[config.mk]
export PLATFORM = sky130hd
export DESIGN_NAME = i2s_rx_axis_slave
export DESIGN_NICKNAME = d
export VERILOG_FILES = /design/src/rtl/i2s_rx_axis_slave.sv
export SDC_FILE = /design/constraint.sdc
export NUM_CORES = 1
export LEC_CHECK = 0
export CORE_MARGIN = 3
export CORE_UTILIZATION = 61
export CTS_CLUSTER_DIAMETER = 120
export DETAILED_ROUTE_END_ITERATION = 12
export PLACE_DENSITY = 0.8
export SETUP_SLACK_MARGIN = 0.1
export SYNTH_ARGS = -nofsm -noshare
export SYNTH_HDL_FRONTEND = slang
export SYNTH_SLANG_ARGS = --single-unit
[constraint.sdc]
create_clock -name clk -period 4.1 [get_ports clk]
set_input_delay 0.82 -clock clk [delete_from_list [all_inputs] [get_ports clk]]
set_output_delay 0.82 -clock clk [all_outputs]
set_load 0.01 [all_outputs]
[src/rtl/i2s_rx_axis_slave.sv]
// i2s_rx_axis_slave: I2S target receiver emitting left/right sample pairs as an AXI-Stream master
module i2s_rx_axis_slave #(
  parameter int DATA_WIDTH = 24,
  parameter int SLOT_WIDTH = 32
) (
  input  logic                  clk,
  input  logic                  reset,
  input  logic                  sclk,
  input  logic                  lrck,
  input  logic                  sdin,
  output logic [DATA_WIDTH-1:0] m_axis_data,
  output logic                  m_axis_valid,
  input  logic                  m_axis_ready,
  output logic                  m_axis_last,
  output logic                  aligned,
  output logic                  overrun
);
  localparam int CW = $clog2(DATA_WIDTH + 1);
  if (DATA_WIDTH > SLOT_WIDTH || DATA_WIDTH < 2) begin : g_bad_width
    $error("DATA_WIDTH must be in 2..SLOT_WIDTH");
  end
  typedef enum logic [1:0] {ALIGN, LEFT, RIGHT} state_t;
  state_t                state_q;
  logic [1:0]            sclk_sync_q, lrck_sync_q, sdin_sync_q;
  logic                  sclk_prev_q, lrck_prev_q;
  logic [DATA_WIDTH-1:0] shift_q, left_hold_q;
  logic [CW-1:0]         bit_cnt_q;
  logic [DATA_WIDTH:0]   mem_q [4];
  logic [1:0]            wp_q, rp_q;
  logic [2:0]            cnt_q;
  logic                  aligned_q, overrun_q;
  logic                  rise, lrck_s, bnd, push_req, push_ok, pop;
  logic [CW-1:0]         pad;
  logic [DATA_WIDTH-1:0] word;
  assign rise     = sclk_sync_q[1] & ~sclk_prev_q;
  assign lrck_s   = lrck_sync_q[1];
  assign bnd      = rise && (lrck_s != lrck_prev_q);
  // left-justify a possibly short slot: missing LSBs come out as zero
  assign pad      = CW'(DATA_WIDTH) - bit_cnt_q;
  assign word     = shift_q << pad;
  assign push_req = bnd && state_q == RIGHT && !lrck_s;
  // free count is taken before any same-cycle pop, so a full FIFO always drops
  assign push_ok  = push_req && cnt_q <= 3'd2;
  assign pop      = m_axis_valid && m_axis_ready;
  assign m_axis_valid = cnt_q != 3'd0;
  assign {m_axis_last, m_axis_data} = mem_q[rp_q];
  assign aligned  = aligned_q;
  assign overrun  = overrun_q;
  // input synchronizers and sclk edge / lrck history tracking
  always_ff @(posedge clk) begin
    if (reset) begin
      sclk_sync_q <= '0;
      lrck_sync_q <= '0;
      sdin_sync_q <= '0;
      sclk_prev_q <= 1'b0;
      lrck_prev_q <= 1'b0;
    end else begin
      sclk_sync_q <= {sclk_sync_q[0], sclk};
      lrck_sync_q <= {lrck_sync_q[0], lrck};
      sdin_sync_q <= {sdin_sync_q[0], sdin};
      sclk_prev_q <= sclk_sync_q[1];
      lrck_prev_q <= rise ? lrck_s : lrck_prev_q;
    end
  end
  // MSB-first capture; the boundary bit is the previous slot's LSB and is skipped
  always_ff @(posedge clk) begin
    if (reset || bnd) begin
      shift_q   <= '0;
      bit_cnt_q <= '0;
    end else if (rise && bit_cnt_q < CW'(DATA_WIDTH)) begin
      shift_q   <= {shift_q[DATA_WIDTH-2:0], sdin_sync_q[1]};
      bit_cnt_q <= bit_cnt_q + 1'b1;
    end
  end
  // channel tracking: wait for a left slot start, then alternate left/right
  always_ff @(posedge clk) begin
    if (reset) begin
      state_q     <= ALIGN;
      aligned_q   <= 1'b0;
      left_hold_q <= '0;
    end else if (bnd) begin
      case (state_q)
        ALIGN: if (!lrck_s) begin
          state_q   <= LEFT;
          aligned_q <= 1'b1;
        end
        LEFT: if (lrck_s) begin
          state_q     <= RIGHT;
          left_hold_q <= word;
        end
        RIGHT: if (!lrck_s) state_q <= LEFT;
        default: state_q <= ALIGN;
      endcase
    end
  end
  // 4-entry pair FIFO: both words of a frame are written together or both dropped
  always_ff @(posedge clk) begin
    if (reset) begin
      for (int i = 0; i < 4; i++) mem_q[i] <= '0;
      wp_q      <= '0;
      rp_q      <= '0;
      cnt_q     <= '0;
      overrun_q <= 1'b0;
    end else begin
      if (push_ok) begin
        mem_q[wp_q]        <= {1'b0, left_hold_q};
        mem_q[wp_q + 2'd1] <= {1'b1, word};
        wp_q               <= wp_q + 2'd2;
      end
      rp_q      <= pop ? rp_q + 2'd1 : rp_q;
      cnt_q     <= cnt_q + (push_ok ? 3'd2 : 3'd0) - {2'b0, pop};
      overrun_q <= push_req && !push_ok;
    end
  end
endmodule

# == Yosys cells after proc, flatten, opt, wreduce, memory -nomap -nowiden ==
# Memory sizes are Yosys's and may differ from the RTL's. A register that Yosys moved wholly into a read port is not among the register bits.
# Index checks and enable logic that the tools add are counted.
# classes
n_addsub,7
multipliers,0
div_mod_pow,0
magnitude_cmp,2
eq_ne,5
n_shift,1
muxes,17
bitwise,3
reduce_logical,18
# op_table
op,count
$mux W25,2
$reduce_or A25 Y1,2
$shl A24 B5 Y24,1
$mux W2,7
$reduce_and A3 Y1,3
$logic_and A1 B1 Y1,7
$mux W1,7
$add A5 B1 Y5 const B,1
$lt A5 B5 Y1 const B,1
$sub A5 B5 Y5 const A,1
$add A2 B1 Y2 const B,2
$ne A2 B2 Y1 const B,2
$pmux W2 S2,1
$add A3 B2 Y3,1
$le A3 B2 Y1 const B,1
$reduce_bool A3 Y1,1
$sub A3 B1 Y3,1
$add A2 B2 Y2 const B,1
$eq A2 B1 Y1 const B,1
$eq A2 B2 Y1 const B,1
$logic_not A1 Y1,2
$logic_not A2 Y1,1
$not A1 Y1,2
$reduce_or A2 Y1,1
3 further kinds,3
# totals
reg_bits,72
latchBits,0
ram_bits,100
mem_bits_ro,0
in_bits,6
output_inout_bits,28
mem_count,1
# mem_list
memory,depth,word_bits,rd,rd_ports_with_merged_regs,write_ports,line,text
mem_q,4,25,1,1,4,28,logic [DATA_WIDTH:0] mem_q [4];

# == Longest topological paths before layout ==
# Gate-level depths: netlist of run 1.
# logic_depth
ltp_word,11
mapped_depth,12
depth_no_buf,9

# == Least setup slack after synthesis of run 1 ==
# Ideal clock, no wire load.
# synth_timing
path_kind,flip-flop to flip-flop
start,register bit_cnt_q[0]
end,"memory mem_q[3][21] in the netlist's numbering, data pin"
arrival_ns,2.697
t_required_ns,3.831
setup_slack_ns,1.134
stages_incl_launch_ff,11
n_path_buf,4
synth_period_minus_slack_ns,2.966
cell_sequence,dfxtp_1 -> buf_6 -> clkinv_1 -> buf_2 -> ha_1 -> buf_4 -> buf_12 -> mux2_2 -> mux4_2 -> a221oi_1 -> nor2_1
# synth_lines
element,line,text
start: declaration,27,logic [CW-1:0] bit_cnt_q;
start signal: assignment,72,bit_cnt_q <= bit_cnt_q + 1'b1;
end: declaration,28,

==> metrics.txt, run 1 <==
Worst Path Required=4.16 ns; Gate Count Post-Synth=between 700 and 800; hold violation count in the final report=0; Layout Skew=between 0.01 and 0.015 ns; Worst Tran Pin Value=about 1.1 ns; global-route wire length before repair=30.0 mm; number of filler instances in the final layout=~910; DRC viols=0; R2R setup slack=just under 0.9 ns; CORE AREA=~0.013 mm^2; worst setup path category=reg2reg; Synthesized Nets=741; worst slew margin relative to its limit=roughly a quarter; minimum period implied by the final worst setup slack=3.23 ns; count of pins on the block boundary=34; via count of the first global-routing pass=roughly 5800; DIE WIDTH=around 120 um; run status=finished clean; Inst Count DP=897; detailed-placement wirelength estimate=between 10 and 15 mm; final critical-path share of the clock period=about four fifths; hold-fix buffers at CTS=0; fraction of layout instances using a drive strength above 1=between 10% and 20%; reported max-cap violation count=0; Port Buf Inserts=33; via-per-instance ratio=6.30; starting utilization of the core area=between 60% and 70%; sum of internal, switching and leakage power=4.12 mW; Pins Over Slew Limit=0; fin nets=around 750; DP Worst Slack=between 0.9 and 1 ns; most frequent standard cell in the layout excluding fill and tap cells=sky130_fd_sc_hd__edfxtp_1; maximum fanout along the worst path=24; start of the worst register-to-register path=lrck_prev_q; peak supply drop=237 uV; total CTS buffers=17; sequential standard cell area=roughly 0.0044 mm^2; number of rows created at floorplan=between 40 and 50; top library cells by usage in the layout, fill and taps aside=96 x sky130_fd_sc_hd__edfxtp_1, 92 x sky130_fd_sc_hd__nand2_1, 75 x sky130_fd_sc_hd__dfxtp_1; RSZ-0062 raised after global routing=false; endpoint of the worst hold-timing path=sclk_sync_q[1]; floorplan die area=between 0.015 and 0.02 mm^2; DIE HEIGHT=123 um; 1st-iter DRT viols=723; cell area after technology mapping=0.00838 mm^2; number of buffers inserted to repair setup after CTS=0; LEAKAGE=3.06 nW; kind of path behind the tightest hold check=reg2reg; CTS resizes=0; DRT Pass-1 Iters=5; Area Growth Syn to Fin=10.7%; RD Place Congestion=0.934; worst setup slack after layout=around 0.87 ns; async set-or-reset flop fraction in the synthesized netlist=0%; total number of H-tree levels=4; area of the multi-input gates=0.00366 mm^2; Worst Setup Start Kind=flop; portion of synthesized cell area occupied by the leading cell type=34.4%; hold_sp=sclk_sync_q[0]; total track usage=26.2%; WL/cell=20.1 um; worst-case clock buffer depth=2; CTS sink count=between 150 and 200; sequential fraction of the synthesis area=between 50% and 60%; remaining antenna violation count=0; most frequently used flop master after synthesis=sky130_fd_sc_hd__edfxtp_1; timing-limited maximum frequency=a little over 0.3 GHz; total inserted antenna cells=0; clock input transition at the sequential cells of the worst setup and hold paths=about 0.060 ns; final setup vio count=0; later-pin clock latency in the skew report=roughly 0.43 ns; overall via count from detail_route=around 5800; mean cell area of the mapped netlist=between 10 and 15 um^2; most area-hungry cell type in the Yosys netlist=sky130_fd_sc_hd__edfxtp_1; Area contributors post-synth=sky130_fd_sc_hd__edfxtp_1 34%, sky130_fd_sc_hd__dfxtp_1 18%, sky130_fd_sc_hd__mux4_2 11%; power density over the cells=443 mW/mm^2; CTS tree=yes; register bit total from synthesis=171; Worst Reg2Reg Path Length in Cells=5; yosys warns=0; initial antenna violation count=0; cell count of the worst hold path=1; number of enable-type register cells in the synthesized netlist=96; Overflow after GRT=0; total negative slack=0 ns; total length of routed wires=between 15 and 20 mm; destination of the worst register-to-register timing path=mem_q[2][9]; arrival time worst endpoint=3.29 ns; Post-Layout Cell Count=just over 900; clock tree root driver cell=sky130_fd_sc_hd__clkbuf_16; distinct cell type count of the synthesized netlist=65; CP Capture Type=flop; pin count of the biggest net entering global routing=36
## cell families after synthesis
group	count (synthesis)	share of synthesized area [%]
adder cells (fa/ha/maj)	5	0.746
flip-flops	171	52.3
XOR/XNOR	13	1.58
AND/OR/NAND/NOR	289	17.2
multiplexers	75	15.5
buffers and inverters	68	4.08
AO/OA/AOI/OAI	109	8.60
## sequential cells by signal, indices dropped and copies added, names as in the netlist, named ones only
register,flops
shift_q,24
cnt_q,3
mem_q,98
sdin_sync_q,2
lrck_prev_q,1
left_hold_q,24
wp_q,1
lrck_sync_q,2
overrun,1
aligned,1
rp_q,2
bit_cnt_q,5
state_q,2
sclk_sync_q,2
sclk_prev_q,1
## how the worst max path moves through the flow
stage | from | slack, ns | endpoint
after floorplan | bit_cnt_q[0] | 1.13 | mem_q[3][21]
after global placement | lrck_prev_q | 0.92 | mem_q[2][11]
after detailed placement | lrck_prev_q | 0.90 | mem_q[2][8]
after CTS | lrck_prev_q | 0.89 | mem_q[2][9]
after global routing | bit_cnt_q[1] | 0.71 | mem_q[3][21]
final | lrck_prev_q | 0.87 | mem_q[2][9]
## where the power goes
part / total, mW / leakage [nW] / internal, mW / switching [mW]
clock: 1.50 / 0.271 / 0.836 / 0.666
sequential: 1.90 / 1.60 / 1.87 / 0.0296
combinational: 0.716 / 1.19 / 0.377 / 0.340
## cell usage after synthesis (3+ instances only)
master                      n
sky130_fd_sc_hd__a221oi_1   3
sky130_fd_sc_hd__and2_1    51
sky130_fd_sc_hd__mux2_2    13
sky130_fd_sc_hd__or3_1      6
sky130_fd_sc_hd__nand3_1    7
sky130_fd_sc_hd__edfxtp_1  96
sky130_fd_sc_hd__nor2b_1   13
sky130_fd_sc_hd__ha_1       5
sky130_fd_sc_hd__inv_1     13
sky130_fd_sc_hd__buf_1      4
sky130_fd_sc_hd__nor2_1    70
sky130_fd_sc_hd__mux2i_1   20
sky130_fd_sc_hd__buf_2     13
sky130_fd_sc_hd__nand4_1    7
sky130_fd_sc_hd__o211ai_1   3
sky130_fd_sc_hd__clkbuf_1  29
sky130_fd_sc_hd__or4_1      3
sky130_fd_sc_hd__o21ai_0   11
sky130_fd_sc_hd__a211oi_1  10
sky130_fd_sc_hd__o31ai_2    3
sky130_fd_sc_hd__or2_2      6
sky130_fd_sc_hd__nor3_1    17
sky130_fd_sc_hd__xor2_1     5
sky130_fd_sc_hd__mux4_2    41
sky130_fd_sc_hd__xnor2_1    7
sky130_fd_sc_hd__dfxtp_1   75
sky130_fd_sc_hd__nor3b_1    3
sky130_fd_sc_hd__buf_6      4
sky130_fd_sc_hd__a21oi_1   52
sky130_fd_sc_hd__nand2_1   92
## routing by layer
layer / routed length [um] / global-route usage (%) / up-vias
met4: 715 / 13.7 / 0
li1: - / - / 2674
met5: 0 / 0 / -
met3: 1480 / 6.59 / 58
met1: 7410 / 33.4 / 2802
met2: 9080 / 41.4 / 315
## through the flow
step,hold slack [ns],area (um^2),util [%]
floorplan,0.414,8380,-
global placement,0.418,8740,65.5
detailed placement,0.422,8740,65.5
CTS,0.436,9280,69.5
global route,0.457,9280,69.5
finish,0.433,9280,69.5
## worst max-delay path: stages (launching register included)
cell	delay, ns
sky130_fd_sc_hd__dfxtp_1	0.52
sky130_fd_sc_hd__nand2_1	0.15
sky130_fd_sc_hd__or4_1	0.62
sky130_fd_sc_hd__nor4b_4	0.57
sky130_fd_sc_hd__buf_4	0.37
sky130_fd_sc_hd__or2_2	0.61
## cell type report
type	instances	area share [%]
Clock inverter	13	1.24
Timing Repair Buffer	45	4.48
Inverter	14	0.566
Sequential cell	171	47.2
Clock buffer	18	4.62
Multi-Input combinational cell	491	39.5
Tap cell	176	2.37
(Power assumes the default switching activity.)
==> inputs of run 2 (changes only) <==
--- a/config.mk
+++ b/config.mk
@@ -6,10 +6,10 @@
 export NUM_CORES = 1
 export LEC_CHECK = 0
 export CORE_MARGIN = 3
-export CORE_UTILIZATION = 61
+export CORE_UTILIZATION = 55
 export CTS_CLUSTER_DIAMETER = 120
 export DETAILED_ROUTE_END_ITERATION = 12
-export PLACE_DENSITY = 0.8
+export PLACE_DENSITY = 0.76
 export SETUP_SLACK_MARGIN = 0.1
 export SYNTH_ARGS = -nofsm -noshare
 export SYNTH_HDL_FRONTEND = slang
==> constraint.sdc (replaced) <==
create_clock -name clk -period 2.7 [get_ports clk]
set_input_delay 0.54 -clock clk [delete_from_list [all_inputs] [get_ports clk]]
set_output_delay 0.54 -clock clk [all_outputs]
set_load 0.01 [all_outputs]
==> metrics.txt, run 2 (synthesis gave the netlist of run 1 again) <==
run status=finished clean (unchanged); destination of the worst register-to-register timing path=mem_q[3][20] (was mem_q[2][9]); Pins Over Slew Limit=0 (unchanged); Layout Skew=0.00624 ns (was 0.0124 ns); 1st-iter DRT viols=449 (was 723); count of pins on the block boundary=34 (unchanged); clock input transition at the sequential cells of the worst setup and hold paths=0.07 ns (was 0.06 ns); Gate power share=19.2% (was 17.4%); timing-limited maximum frequency=between 0.3 and 0.4 GHz; final critical-path share of the clock period=between 90 and 100%; peak supply drop=467 uV (was 237 uV); cell count of the worst hold path=1 (unchanged); DP Worst Slack=-0.105 ns (was 0.902 ns); kind of path behind the tightest hold check=reg2reg (unchanged); most frequent standard cell in the layout excluding fill and tap cells=sky130_fd_sc_hd__edfxtp_1 (unchanged); pin count of the biggest net entering global routing=34 (was 36); via-per-instance ratio=5.97 (was 6.30); DIE HEIGHT=129 um (was 123 um); remaining antenna violation count=0 (unchanged); RSZ-0062 raised after global routing=false (unchanged); CTS tree=yes (unchanged); total length of routed wires=19.2 mm (was 18.7 mm); registers with the most flip-flops=mem_q: 98 flops, left_hold_q: 24 flops, shift_q: 24 flops (unchanged); start of the worst register-to-register path=bit_cnt_q[0] (was lrck_prev_q); Sw Share=25.4% (was 25.1%); CP Capture Type=output port (was flop); Inst Count DP=934 (was 897); total track usage=24.1% (was 26.2%); Post-Layout Cell Count=980 (was 928); detailed-placement wirelength estimate=12.9 mm (was 12.2 mm); DIE WIDTH=129 um (was 123 um); minimum period implied by the final worst setup slack=2.56 ns; fin nets=794 (was 751); number of rows created at floorplan=44 (was 42); worst setup path category=reg2out (was reg2reg); fraction of layout instances using a drive strength above 1=22.1% (was 15.8%); overall via count from detail_route=5850 (was 5849); global-route wire length before repair=31.1 mm (was 30.0 mm); worst-case clock buffer depth=2 (unchanged); flip-flop count of the largest register, all copies and words added=98 (unchanged); floorplan die area=0.0168 mm^2 (was 0.0152 mm^2); Port Buf Inserts=33 (unchanged); internal power=4.93 mW (was 3.08 mW); endpoint of the worst hold-timing path=lrck_sync_q[1] (was sclk_sync_q[1]); final instance area=0.00994 mm^2 (was 0.00928 mm^2); RD Place Congestion=0.953 (was 0.934); total number of H-tree levels=4 (unchanged); top library cells by usage in the layout, fill and taps aside=96 x sky130_fd_sc_hd__edfxtp_1, 92 x sky130_fd_sc_hd__nand2_1, 73 x sky130_fd_sc_hd__dfxtp_1 (was 96 x sky130_fd_sc_hd__edfxtp_1, 92 x sky130_fd_sc_hd__nand2_1, 75 x sky130_fd_sc_hd__dfxtp_1); Worst Reg2Reg Path Length in Cells=8 (was 5); hold_sp=lrck_sync_q[0] (was sclk_sync_q[0]); initial antenna violation count=0 (unchanged); arrival time worst endpoint=2.02 ns (was 3.29 ns); DRC viols=0 (unchanged); maximum fanout along the worst path=13 (was 24); R2R setup slack=0.18 ns (was 0.87 ns); later-pin clock latency in the skew report=0.43 ns (about the same); hold-fix buffers at CTS=0 (unchanged); total CTS buffers=17 (unchanged); via count of the first global-routing pass=5790 (was 5795); Overflow after GRT=0 (unchanged); WL/cell=19.6 um (was 20.1 um); part of the total power dissipated in sequential elements=43.9% (was 46.1%); Worst Setup Start Kind=flop (unchanged); starting utilization of the core area=57.0% (was 62.8%); switching component of the power=1.68 mW (was 1.04 mW); Clock power frac=36.9% (was 36.5%); Worst Tran Pin Value=0.882 ns (was 1.14 ns); number of filler instances in the final layout=1041 (was 909); final setup vio count=0 (unchanged); total inserted antenna cells=0 (unchanged); clock tree root driver cell=sky130_fd_sc_hd__clkbuf_16 (unchanged); hold violation count in the final report=0 (unchanged); LEAKAGE=3.53 nW (was 3.06 nW); CORE AREA=0.0147 mm^2 (was 0.0133 mm^2); CTS sink count=171 (unchanged); worst hold slack=0.438 ns (was 0.433 ns); Area Growth Syn to Fin=18.6% (was 10.7%); reported max-cap violation count=0 (unchanged); worst slew margin relative to its limit=41.2% (was 23.7%); Placement Cell Area=0.00907 mm^2 (was 0.00874 mm^2); post-layout util=67.6% (was 69.5%); DRT Pass-1 Iters=5 (unchanged); worst setup slack after layout=0.138 ns (was 0.868 ns); largest register by flop count=mem_q (unchanged); Worst Path Required=2.16 ns (was 4.16 ns); power density over the cells=665 mW/mm^2 (was 443 mW/mm^2)
-- run 2: changes by cell type in the layout (fill, tap and decap cells not counted), moves of 4 or more --
| cell | previous run | this run |
|---|---|---|
| sky130_fd_sc_hd__buf_4 | 12 | 44 |
| sky130_fd_sc_hd__clkdlybuf4s50_1 | 32 | 17 |
| sky130_fd_sc_hd__dlymetal6s2s_1 | 0 | 15 |
| sky130_fd_sc_hd__buf_12 | 0 | 8 |
| sky130_fd_sc_hd__clkinv_2 | 5 | 1 |
-- run 2: layer usage --
layer  global-route usage (%)  routed length [um]  share of wire [%]  vias up
li1                         -                   -                  -     2760
met1                     31.3                8240                 43     2890
met2                     41.0                9700                 51      172
met3                     4.58                 864                4.5       28
met4                     8.25                 380                2.0        0
met5                        0                   0                  0        -
-- run 2: power by group through the flow --
stage               combinational [mW]  sequential (mW)  clock, mW
floorplan                        0.741             2.92          0
global placement                  1.14             2.93          0
detailed placement                1.16             2.94          0
CTS                               1.21             2.90       2.46
global route                      1.36             2.91       2.56
finish                            1.27             2.90       2.44
-- run 2: area by class of cell --
| type | count | area, um^2 | area share (%) |
|---|---|---|---|
| Clock buffer | 17 | 425 | 4.28 |
| Inverter | 14 | 65.1 | 0.654 |
| Clock inverter | 15 | 166 | 1.67 |
| Sequential cell | 171 | 4390 | 44.2 |
| Tap cell | 184 | 230 | 2.32 |
| Multi-Input combinational cell | 491 | 3760 | 37.8 |
| Timing Repair Buffer | 88 | 903 | 9.09 |
-- run 2: worst max-delay path, stage by stage, from the launching register on --
cell                              delay [ns]
sky130_fd_sc_hd__dfxtp_4                0.40
sky130_fd_sc_hd__buf_12                 0.17
sky130_fd_sc_hd__mux4_2                 0.51
sky130_fd_sc_hd__clkdlybuf4s50_1        0.50
-- run 2: repair_timing --
| item | 4_1_cts | 5_1_grt |
|---|---|---|
| setup buffers | 1 | 12 |
| gates cloned | 1 | 0 |
| endpoints found under the setup margin | 29 | 47 |
| pin swaps | 1 | 2 |
| resized for setup | 4 | 27 |
-- run 2: how the worst max path moves through the flow --
stage | start | end | slack, ns | cells past startpoint
after floorplan | bit_cnt_q[0] | mem_q[3][18] | 0.12 | 10
after global placement | bit_cnt_q[0] | mem_q[1][17] | -0.008 | 9
after detailed placement | bit_cnt_q[0] | mem_q[1][17] | -0.11 | 9
after CTS | flop | m_axis_data[15] | 0.05 | 3
after global routing | flop | m_axis_data[1] | 0.1 | 3
final | flop | m_axis_data[3] | 0.14 | 3
-- run 2: through the flow --
step	setup TNS [ns]	total power, mW
floorplan	0	3.66
global placement	-0.0121	4.07
detailed placement	-0.204	4.10
CTS	0	6.57
global route	0	6.83
finish	0	6.61
